File: config.mk
export PLATFORM = sky130hd
export DESIGN_NAME = frame_fader
export DESIGN_NICKNAME = d
export VERILOG_FILES = /design/src/rtl/frame_fader.sv
export SDC_FILE = /design/constraint.sdc
export NUM_CORES = 1
export LEC_CHECK = 0
export ABC_CLOCK_PERIOD_IN_PS = 7000
export CAP_MARGIN = 40
export CORE_ASPECT_RATIO = 2
export CORE_MARGIN = 1
export CORE_UTILIZATION = 58
export DETAILED_ROUTE_END_ITERATION = 6
export GPL_TIMING_DRIVEN = 1
export PLACE_DENSITY = 0.87
export SYNTH_ARGS = -nofsm -noshare
export SYNTH_HDL_FRONTEND = slang
export SYNTH_SLANG_ARGS = --single-unit
File: constraint.sdc
create_clock -name clk -period 7 [get_ports clk]
set_input_delay 2.1 -clock clk [delete_from_list [all_inputs] [get_ports clk]]
set_output_delay 2.1 -clock clk [all_outputs]
set_load 0.02 [all_outputs]
File: src/rtl/frame_fader.sv
// Frame-synchronous brightness fader placed after the game-over overlay.
// Registers the timing bus and scales RGB by the current fade level.
module frame_fader #(
    parameter int FADE_STEPS      = 16,
    parameter int FRAMES_PER_STEP = 4,
    localparam int LW = $clog2(FADE_STEPS) + 1
) (
    input  logic          clk,
    input  logic          rst,
    input  logic          fade_req,
    input  logic [9:0]    hcount_in,
    input  logic          hsync_in,
    input  logic [9:0]    vcount_in,
    input  logic          vsync_in,
    input  logic [23:0]   rgb_in,
    input  logic          blnk_in,
    output logic [9:0]    hcount_out,
    output logic          hsync_out,
    output logic [9:0]    vcount_out,
    output logic          vsync_out,
    output logic [23:0]   rgb_out,
    output logic          blnk_out,
    output logic          fade_busy,
    output logic [LW-1:0] fade_level
);

    localparam int SH = $clog2(FADE_STEPS);
    localparam int PW = 8 + LW;
    localparam int CW = (FRAMES_PER_STEP > 1) ? $clog2(FRAMES_PER_STEP) : 1;
    localparam logic [LW-1:0] LMAX = LW'(FADE_STEPS);

    typedef enum logic [1:0] {
        BRIGHT,
        DARKEN,
        DARK,
        BRIGHTEN
    } state_t;

    state_t        state;
    logic [CW-1:0] cnt;
    logic          vsync_prev;
    logic          tick;
    logic          step;

    assign tick = vsync_in & ~vsync_prev;
    assign step = (cnt == CW'(FRAMES_PER_STEP - 1));

    function automatic logic [7:0] scale(input logic [7:0] c,
                                         input logic [LW-1:0] l);
        logic [PW-1:0] p;
        p = PW'(c) * PW'(l);
        return 8'(p >> SH);
    endfunction

    always_ff @(posedge clk or negedge rst) begin
        if (!rst) begin
            hcount_out <= '0;
            hsync_out  <= 1'b0;
            vcount_out <= '0;
            vsync_out  <= 1'b0;
            blnk_out   <= 1'b0;
            rgb_out    <= '0;
            fade_busy  <= 1'b0;
            fade_level <= LMAX;
            state      <= BRIGHT;
            cnt        <= '0;
            vsync_prev <= 1'b1;
        end else begin
            hcount_out <= hcount_in;
            hsync_out  <= hsync_in;
            vcount_out <= vcount_in;
            vsync_out  <= vsync_in;
            blnk_out   <= blnk_in;
            vsync_prev <= vsync_in;
            // Scaling uses the level held before this edge, even on a tick.
            if (blnk_in) begin
                rgb_out <= '0;
            end else begin
                rgb_out <= {scale(rgb_in[23:16], fade_level),
                            scale(rgb_in[15:8],  fade_level),
                            scale(rgb_in[7:0],   fade_level)};
            end
            if (tick) begin
                unique case (state)
                    BRIGHT: begin
                        if (fade_req) begin
                            state     <= DARKEN;
                            cnt       <= '0;
                            fade_busy <= 1'b1;
                        end
                    end
                    DARKEN: begin
                        if (!fade_req) begin
                            state <= BRIGHTEN;
                            cnt   <= '0;
                        end else if (step) begin
                            cnt <= '0;
                            // Saturate at black; a reversal may re-enter at 0.
                            if (fade_level <= LW'(1)) begin
                                fade_level <= '0;
                                state      <= DARK;
                                fade_busy  <= 1'b0;
                            end else begin
                                fade_level <= fade_level - LW'(1);
                            end
                        end else begin
                            cnt <= cnt + CW'(1);
                        end
                    end
                    DARK: begin
                        if (!fade_req) begin
                            state     <= BRIGHTEN;
                            cnt       <= '0;
                            fade_busy <= 1'b1;
                        end
                    end
                    BRIGHTEN: begin
                        if (fade_req) begin
                            state <= DARKEN;
                            cnt   <= '0;
                        end else if (step) begin
                            cnt <= '0;
                            if (fade_level >= LMAX - LW'(1)) begin
                                fade_level <= LMAX;
                                state      <= BRIGHT;
                                fade_busy  <= 1'b0;
                            end else begin
                                fade_level <= fade_level + LW'(1);
                            end
                        end else begin
                            cnt <= cnt + CW'(1);
                        end
                    end
                    default: begin
                        state     <= BRIGHT;
                        fade_busy <= 1'b0;
                    end
                endcase
            end
        end
    end

endmodule

# Word-level counts from Yosys, hierarchy flattened
# Index checks and enable logic that the tools add are counted.
# op_classes
addsub	3
mul	3
order_cmp	2
eq_ne	16
n_mux	32
bitwise_logic	2
n_reduce_logical	6
# ops
cell	n
$mul A8 B5 Y12	3
$mux W5	6
$mux W2	13
$mux W24	1
$ne A2 B2 Y1 const B	8
$pmux W2 S4	2
$ne A3 B3 Y1 const B	4
$pmux W5 S2	1
$reduce_and A9 Y1	1
$mux W1	8
$reduce_and A7 Y1	1
$eq A2 B2 Y1 const B	3
$reduce_and A6 Y1	1
$add A5 B1 Y5 const B	1
$ge A5 B4 Y1 const B	1
$le A5 B1 Y1 const B	1
$sub A5 B1 Y5 const B	1
$pmux W1 S4	1
$reduce_and A3 Y1	1
$add A2 B1 Y2 const B	1
$eq A2 B1 Y1 const B	1
$logic_not A2 Y1	1
$reduce_bool A2 Y1	1
$and A1 B1 Y1	1
$not A1 Y1	1
# word_totals
ff_bits	58
in_bits	50
wordCells	75

# Depth between registers and ports, before layout
# Gate-level depths: netlist (run 1).
# logic_depth
ltp_word	5
mapped_depth	15
depth_no_buf	13

# Worst setup path after synthesis (run 1)
# No wires, ideal clock.
# synth_timing
kind	input-to-reg
from	in rgb_in[1]
to	reg rgb_out[7]
setup_ns	0.125
t_arrival_ns	5.139
slack_ns	1.737
path_stages	12
n_path_buf	0
path_cell_list	and2_1 > fa_1 > fa_1 > inv_1 > fa_1 > inv_1 > ha_1 > nand4_1 > o211ai_1 > a21oi_1 > o21ai_1 > mux2_2
# synth_via
elab_chain_cells	2
# synth_lines
item	line	source
start: declaration	15	input logic [23:0] rgb_in,
$mul A8 B5 Y12	51	p = PW'(c) * PW'(l);
$mux W24	76	if (blnk_in) begin
end signal: assignment	79	rgb_out <= {scale(rgb_in[23:16], fade_level),
end: declaration	21	output logic [23:0] rgb_out,
# Every way passes these cells.
# A chain may end at the register's enable or synchronous reset.

# Final worst setup path (run 1)
# layout_timing
from	in rgb_in[17]
to	reg rgb_out[21]
# Same word-level chain as after synthesis.

==> summary.md, run 1 <==
| Metric | Value |
|---|---|
| Routed wire length | 13390 um |
| Drc violations | 13 |
| R2r worst-path depth | 13 |
| Area Overhead vs Synth | 24.50% |
| I/O pin count | 103 |
| Post-Syn Nets | 731 |
| Setup bufs post-CTS | 0 |
| Clock-pin slew on the worst setup and hold paths | 0.05 ns |
| Post-DRT Antenna Nets | 0 |
| Synth top area share | 0.2531 |
| Total grt overflow | 0 |
| Initial core utilization | 0.5940 |
| Layout Nets | 829 |
| Top cells by count, synth | 77 x inv_1, 74 x and2_1, 64 x ha_1 |
| Mapped Cells | 569 |
| Total GRT Usage | 0.2910 |
| Worst path slowest cell | fa_1 |
| CP Max Fanout | 5 |
| Largest net degree at the start of global routing | 59 |
| Setup_tns | 0 ns |
| H-tree levels | 3 |
| Initial drt markers | 223 |
| Yosys warns | 0 |
| Slew headroom | 0.5249 |
| Fin. Hold Viols | 0 |
| Router iterations before antenna repair | 7 |
| Layout Skew | 0.008197 ns |
| Maximum VDD drop | 0.1795 mV |
| Most numerous cell in the Yosys netlist | inv_1 |
| CTS root buf | clkbuf_16 |
| Core ar. | 9321 sq um |
| Crit path DAT | 5.92 ns |
| Vias in the first global route | 4872 |
| Worst setup EP type | flip-flop |
| Top_reg_cell synth | dfrtp_1 |
| # fillers | 664 |
| Mapped cell area | 5537 sq um |
| Post-layout util | 0.7395 |
| Pwr Total | 2.367 mW |
| Failing checks | DRC |
| FP Rows | 50 |
| Slew Limit Fails | 0 |
| Worst Hold Depth | 1 |
| Largest area contributor in the netlist | dfrtp_1 |
| Startpoint types | primary input |
| Most used cell, CP | fa_1 |
| PostCTS Resize Cnt | 0 |
| IO Port Bufs | 102 |
| DR vias | 4460 |
| WP data required | 7.24 ns |
| Crit share post-route | 0.8114 |
| Post-synth ARST share | 1.000 |
| # diodes | 0 |
| Placed Area | 6620 sq um |
| Final Critical Period | 5.680 ns |
| DIE AREA | 9964 sq um |
| Outcome | complete, but fails checks |
| Largest stage delay on the critical path | 0.55 ns |
| Synth area leaders | dfrtp_1 25%, fa_1 17%, ha_1 14% |
| Worst Max-Slew Pin Slew | 0.7127 ns |
| WL per Instance | 17.26 um |
| Worst path cell trace | clkdlybuf4s50_1 > and2_1 > fa_1 > fa_1 > inv_1 > fa_1 > inv_1 > ha_1 > a21oi_1 > nand2_1 > o31a_2 > o21a_1 > nor3_1 |
| CTS tree | done |
| Cts hold-fix bufs | 0 |
| Max-cap violations | 0 |
| Synth Area per Inst | 9.730 sq um |
| Cts bufs inserted | 9 |
| Sequential area share after synthesis | 0.2626 |
| Min-delay worst type | reg2reg |
| EDFF count, synth | 0 |
| Max Buffers Root-to-Sink | 2 |
| Final Cell Area | 6893 sq um |
| Setup CP Type | in2reg |
| Worst-Skew Late Latency | 0.34 ns |
| Die H | 140.2 um |
| Pleak | 3.365 nW |
| Synth cell types | 55 |
| FF+latch count, synth | 58 |
| R2R setup slack | 2.63 ns |
| Num Clock Sinks | 58 |
| Layout cells sized above 1 | 0.07292 |
| Via-to-Cell Ratio | 5.747 |
| Final setup viols | 0 |
| First-pass GRT wire length | 22280 um |
| GP Congestion | 0.9535 |
| DIE WIDTH | 71.09 um |
| Post-DP HPWL | 10090 um |
| Pwr per Cell Area | 343.3 nW/um^2 |
| F_max | 176.1 MHz |
| RSZ-0062 raised after global routing | false |
| Initial antenna violation count | 0 |
power by group:
part | switching, mW | leakage, nW | internal, mW
Sequential | 0.0722 | 0.713 | 0.419
Combinational | 0.842 | 2.52 | 0.632
Clock | 0.154 | 0.131 | 0.247
area by class of cell:
type	count	area [sq um]	share of cell area
clock buffer	11	242.7	0.03522
clock inverter	5	30.03	0.004357
inverter	77	289.0	0.04193
multi-input combinational	413	3686	0.5348
sequential	58	1454	0.2109
tap	104	130.1	0.01888
timing repair buffer	108	1061	0.1539
worst max-delay path: cells and delay by family:
| family | cells | cell delay [ns] |
|---|---|---|
| compound gates | 3 | 0.72 |
| fa+ha+maj | 4 | 1.93 |
| buf+inv | 3 | 0.60 |
| simple gates | 3 | 0.56 |
sequential cells by signal (all words and copies together), names as in the netlist:
| register | count |
|---|---|
| vsync_prev | 1 |
| cnt | 2 |
| hcount_out | 10 |
| vcount_out | 10 |
| hsync_out | 1 |
| fade_busy | 1 |
| fade_level | 5 |
| state | 2 |
| vsync_out | 1 |
| blnk_out | 1 |
| rgb_out | 24 |
worst paths after layout:
check                                   start       endpoint
worst max-delay path               rgb_in[17]    rgb_out[21]
worst min-delay path                fade_busy      fade_busy
worst max register to register  fade_level[3]     rgb_out[7]
worst min register to register      fade_busy      fade_busy
max in group asynchronous                 rst  vcount_out[2]
min in group asynchronous                 rst       state[1]
logic make-up (layout without fill, tap and decap cells):
kind of cell | after synthesis | in the layout | synth area share
xor gates and xnor gates | 21 | 21 | 0.03322
DFF | 58 | 58 | 0.2626
buffers and inverters | 98 | 201 | 0.07164
AOI/OAI and AO/OA | 79 | 79 | 0.1064
adders and majority gates | 112 | 112 | 0.3182
muxes | 8 | 8 | 0.01695
and+or+nand+nor | 193 | 193 | 0.1910
per-layer routing:
layer | part of all wire | vias to the layer above | global-route usage
met1 | 0.34 | 2200 | 0.2767
li1 | - | 2042 | -
met3 | 0.046 | 59 | 0.06259
met4 | 0.052 | 0 | 0.1768
met5 | 0 | - | 0
met2 | 0.56 | 159 | 0.5496
stage by stage:
step	hold slack, ns	setup WS (ns)	std cells
2_1_floorplan	0.5108	1.737	569
3_3_place_gp	0.4911	1.149	760
3_5_place_dp	0.4927	1.023	760
4_1_cts	0.5038	1.339	776
5_1_grt	0.5347	1.192	776
6_report	0.5036	1.320	776
cells in the final DEF (no fill, tap or decap), drive strengths merged, types with 2 or more instances in the layout:
cell and count:
dfstp 2, clkinv 3, xnor2 14, nand3 10, mux2 5, o21bai 4, xor2 7, clkdlybuf4s50 101
and3 6, a22o 2, a31oi 4, o211ai 4, nand2 55, inv 77, nor2 22, ha 64
o21ai 12, dfrtp 56, nand3b 2, mux2i 3, a21oi 26, o31a 2, and2 74, a21o 8
a41oi 2, clkbuf 11, nand4 7, nor2b 3, o2111ai 3, nor3 11, fa 48, clkinvlp 2
a211oi 2, o21a 5, buf 7
(Power assumes the default switching activity.)
==> inputs of run 2 (changes only) <==
ABC_CLOCK_PERIOD_IN_PS = 5100   (was 7000)
CORE_UTILIZATION = 49   (was 58)
PLACE_DENSITY = 0.79   (was 0.87)
clock period = 5.1 ns   (was 7 ns; I/O delays follow)
==> run 2 against run 1 <==
  * The flow now finishes without violations
  * Clock-buffer cell count decreased by 2
  * Sequential cell count unchanged
  * Final cell count increased by 11%
  * Register-to-register slack got worse by 1.8 ns
  * Die area increased by 18%
==> summary.md, run 2 (synthesized netlist as in run 1, its figures left out) <==
| Metric | Value |
|---|---|
| Slew headroom | 0.4243 |
| Total grt overflow | 0 |
| Largest net degree at the start of global routing | 35 |
| Layout cells sized above 1 | 0.1462 |
| WP data required | 5.31 ns |
| F_max | 199.3 MHz |
| Area Overhead vs Synth | 33.79% |
| DIE WIDTH | 77.17 um |
| Vias in the first global route | 5115 |
| Via-to-Cell Ratio | 5.340 |
| Worst Hold Depth | 1 |
| Met1 GRT Util | 0.2319 |
| Met3 usage in global routing | 0.03892 |
| IO Port Bufs | 102 |
| Min-delay worst type | reg2reg |
| # diodes | 0 |
| Most frequent cells in the layout | 99 x clkdlybuf4s50_1, 77 x inv_1, 73 x and2_1 |
| Crit share post-route | 0.9837 |
| Final Worst Setup Slack | 0.08318 ns |
| GRT Max-Usage Layer | met2 |
| # fillers | 881 |
| Initial antenna violation count | 0 |
| Final Critical Period | 5.017 ns |
| GP Congestion | 0.8586 |
| Max reg flops | 24 |
| H-tree levels | 3 |
| Worst Max-Slew Pin Slew | 0.8636 ns |
| Most used cell, CP | fa_1 |
| Worst-Skew Late Latency | 0.33 ns |
| Largest stage delay on the critical path | 0.54 ns |
| Max-cap violations | 0 |
| Cts hold-fix bufs | 0 |
| Die H | 152.3 um |
| Top reg by flops | rgb_out |
| FP Rows | 54 |
| DIE AREA | 11750 sq um |
| Num Clock Sinks | 58 |
| I/O pin count | 103 |
| Fin. Hold Viols | 0 |
| Drc violations | 0 |
| R2r worst-path depth | 12 |
| Layout Nets | 875 |
| Core ar. | 10950 sq um |
| WL per Instance | 16.11 um |
| Final setup viols | 0 |
| CTS root buf | clkbuf_16 |
| CP Max Fanout | 3 |
| Worst slack at placement | -0.3753 ns |
| Crit path DAT | 5.23 ns |
| Startpoint types | primary input |
| Worst setup EP type | flip-flop |
| GRT met2 Usage | 0.5044 |
| Cts bufs inserted | 9 |
| Post-DRT Antenna Nets | 0 |
| CTS tree | done |
| Top Registers | rgb_out: 24 flops, hcount_out: 10 flops, vcount_out: 10 flops |
| Initial core utilization | 0.5058 |
| Initial drt markers | 195 |
| Setup CP Type | in2reg |
| Routed wire length | 13820 um |
| Slew Limit Fails | 0 |
| Total GRT Usage | 0.2536 |
| Pleak | 3.621 nW |
| Max Buffers Root-to-Sink | 2 |
| Worst path cell trace | clkdlybuf4s50_1 > and2_1 > fa_1 > fa_1 > inv_1 > fa_1 > inv_1 > ha_1 > nand4_1 > o211ai_1 > a21oi_2 > o21ai_2 > mux2_2 |
| First-pass GRT wire length | 23450 um |
| DR vias | 4582 |
| Layout Skew | 0.007335 ns |
| Post-DP HPWL | 10960 um |
| Clock-pin slew on the worst setup and hold paths | 0.05 ns |
| Maximum VDD drop | 0.2495 mV |
| Commonest non-fill, non-tap cell in the layout | clkdlybuf4s50_1 |
| Pwr per Cell Area | 472.9 nW/um^2 |
| Worst path slowest cell | fa_1 |
| Router iterations before antenna repair | 4 |
| Outcome | completed |
| Hold slack | 0.5257 ns |
==> run 2: changes by cell type in the layout (fill, tap and decap cells not counted), moves of 2 or more <==
cell,previous run,this run
buf_4,6,51
a21oi_1,24,21
a21oi_2,1,4
ha_1,64,61
ha_4,0,3
clkdlybuf4s50_1,101,99
dlymetal6s2s_1,0,2
o21ai_0,11,9
==> run 2: worst paths after layout <==
check | slack [ns] | end | start
worst max-delay path | 0.08 | rgb_out[7] | rgb_in[1]
worst min-delay path | 0.53 | fade_busy | fade_busy
worst max register to register | 0.79 | rgb_out[7] | fade_level[4]
worst min register to register | 0.53 | fade_busy | fade_busy
max in group asynchronous | 3.04 | vsync_prev | rst
min in group asynchronous | 1.18 | rgb_out[6] | rst
==> run 2: repair_timing <==
action	in CTS	in global routing
gates resized for setup	1	14
buffers inserted	0	2
endpoints found under the setup margin	1	10
pin swaps	0	8
==> run 2: power breakdown <==
part	internal [mW]	total, mW	switching [mW]	leakage (nW)
sequential	0.575	0.702	0.127	0.713
combinational	1.04	2.20	1.16	2.77
clock	0.376	0.600	0.223	0.142
total	1.99	3.50	1.51	3.62
==> run 2: per-stage QoR <==
stage	power [mW]	utilization	setup TNS [ns]	area (sq um)	instances
global route	3.804	0.6767	-0.02330	7407	858
floorplan	2.076	-	0	5537	569
global placement	2.722	0.6384	-1.441	6988	839
CTS	3.475	0.6682	0	7313	856
detailed placement	2.853	0.6409	-3.220	7015	840
finish	3.503	0.6767	0	7407	858
==> run 2: worst max-delay path, delay by kind of cell <==
kind / cells / cell delay, ns
adder cells (fa/ha/maj): 4 / 1.80
AND/OR/NAND/NOR: 2 / 0.27
buffers and inverters: 3 / 0.59
AO/OA/AOI/OAI: 3 / 0.68
multiplexers: 1 / 0.35
==> run 2: final cells by class <==
cell class	instances	area, sq um	area share
clock inverters	7	68.82	0.009291
clock buffers	9	225.2	0.03041
flip-flops and latches	58	1454	0.1963
inverters	77	289.0	0.03902
repair buffers	154	1431	0.1932
multi-input cells	413	3764	0.5081
well taps	140	175.2	0.02365
==> run 2: per-layer routing <==
metal	up-vias	part of all wire
li1	2136	-
met1	2259	0.33
met2	142	0.59
met3	45	0.040
met4	0	0.044
met5	-	0
==> inputs of run 3 (changes only) <==
CORE_UTILIZATION = 45   (was 49)
PLACE_DENSITY = 0.73   (was 0.79)
==> run 3 against run 2 <==
  * Highest routed layer unchanged
  * Largest cell class unchanged
  * Clock skew fell by 0.0011 ns
  * Routed wire length decreased by 5.3%
  * Critical endpoint is now rgb_out[15]
  * Design area down 1.1%
==> summary.md, run 3 (synthesized netlist as in run 1, its figures left out) <==
| Metric | Value |
|---|---|
| Largest net degree at the start of global routing | 33 |
| CP Max Fanout | 4 |
| # fillers | 1036 |
| Outcome | completed |
| DIE WIDTH | 80.43 um |
| Commonest non-fill, non-tap cell in the layout | clkdlybuf4s50_1 |
| Vias in the first global route | 5109 |
| Hold slack | 0.5126 ns |
| Final Critical Period | 4.931 ns |
| First-pass GRT wire length | 22580 um |
| I/O pin count | 103 |
| Slew headroom | 0.4524 |
| FP Rows | 57 |
| Slew Limit Fails | 0 |
| Area Overhead vs Synth | 32.29% |
| Core ar. | 12050 sq um |
| Worst Max-Slew Pin Slew | 0.8214 ns |
| Pwr per Cell Area | 463.3 nW/um^2 |
| Initial core utilization | 0.4594 |
| CTS root buf | clkbuf_16 |
| Top Registers | rgb_out: 24 flops, hcount_out: 10 flops, vcount_out: 10 flops |
| Maximum VDD drop | 0.2716 mV |
| GP Congestion | 0.9171 |
| Layout Nets | 876 |
| Multi-input gate area | 3699 sq um |
| Num Clock Sinks | 58 |
| RSZ-0062 raised after global routing | false |
| Max-cap violations | 0 |
| CTS tree | done |
| Max Buffers Root-to-Sink | 2 |
| Die H | 158.9 um |
| Total grt overflow | 0 |
| Most frequent cells in the layout | 99 x clkdlybuf4s50_1, 77 x inv_1, 73 x and2_1 |
| Post-DP HPWL | 10550 um |
| Non-filler instance count after layout | 866 |
| Crit share post-route | 0.9668 |
| Crit path DAT | 5.14 ns |
| Clock-pin slew on the worst setup and hold paths | 0.05 ns |
| Top reg by flops | rgb_out |
| Pleak | 3.618 nW |
| Max reg flops | 24 |
| Cts bufs inserted | 9 |
| Total GRT Usage | 0.2264 |
| WP data required | 5.31 ns |
| Final setup viols | 0 |
| Initial antenna violation count | 0 |
| Drc violations | 0 |
| # diodes | 0 |
| DIE AREA | 12780 sq um |
| Startpoint types | primary input |
| DR vias | 4555 |
| Layout cells sized above 1 | 0.1391 |
| Worst setup EP type | flip-flop |
| Reg area | 1454 sq um |
| Routed wire length | 13090 um |
| Router iterations before antenna repair | 4 |
| Post-DRT Antenna Nets | 0 |
| DP Cell Count | 850 |
| Layout Skew | 0.006259 ns |
| Final Cell Area | 7325 sq um |
| Setup CP Type | in2reg |
| Initial drt markers | 197 |
| Setup bufs post-CTS | 0 |
| Pwr Total | 3.393 mW |
| H-tree levels | 3 |
| Min-delay worst type | reg2reg |
| Placed Area | 7034 sq um |
| F_max | 202.8 MHz |
| WL per Instance | 15.12 um |
| Via-to-Cell Ratio | 5.260 |
| Worst-Skew Late Latency | 0.33 ns |
| IO Port Bufs | 102 |
| Fin. Hold Viols | 0 |
## run 3: area by class of cell
cell class              instances  area share
multi-input cells             413      0.5050
inverters                      77     0.03946
repair buffers                155      0.1947
clock buffers                  11     0.03314
well taps                     147     0.02511
flip-flops and latches         58      0.1985
clock inverters                 5    0.004100
## run 3: report_power, final
group / leakage [nW] / switching, mW / total, mW / internal (mW)
Sequential: 0.713 / 0.104 / 0.679 / 0.575
Combinational: 2.77 / 1.15 / 2.17 / 1.01
Clock: 0.131 / 0.210 / 0.548 / 0.338
## run 3: routing by layer
layer	global-route usage	up-vias	part of all wire
met5	0	-	0
met4	0.09416	0	0.021
met3	0.02759	17	0.046
met2	0.4391	144	0.58
met1	0.2296	2255	0.35
li1	-	2139	-
## run 3: worst paths after layout
check	slack, ns	to	cells past startpoint	start
min reg2reg	0.51	fade_busy	1	fade_busy
max reg2reg	0.90	rgb_out[7]	13	fade_level[2]
max	0.17	rgb_out[15]	14	rgb_in[10]
max in group asynchronous	3.05	vsync_prev	2	rst
min in group asynchronous	1.19	rgb_out[12]	1	rst
min	0.51	fade_busy	1	fade_busy
## run 3: through the flow
stage | utilization | worst slack, ns | TNS, ns
after floorplan | - | 0.4068 | 0
after global placement | 0.5824 | -0.1447 | -1.113
after detailed placement | 0.5836 | -0.1981 | -2.089
after CTS | 0.6062 | 0.1562 | 0
after global routing | 0.6077 | 0.0004365 | 0
final | 0.6077 | 0.1693 | 0
## run 3: timing repair
action,4_1_cts,5_1_grt
hold endpoints to repair,0,0
resized for setup,0,7
setup endpoints to repair,0,4
hold buffers,0,0
## run 3: worst max-delay path, stage by stage
cell and delay (ns):
clkdlybuf4s50_1 0.45, and2_1 0.20, fa_1 0.50, fa_1 0.55, inv_1 0.06, fa_1 0.53, inv_1 0.04, ha_1 0.34
buf_4 0.16, nand2_1 0.10, o211ai_2 0.10, a21oi_1 0.20, o21ai_0 0.11, mux2_2 0.27
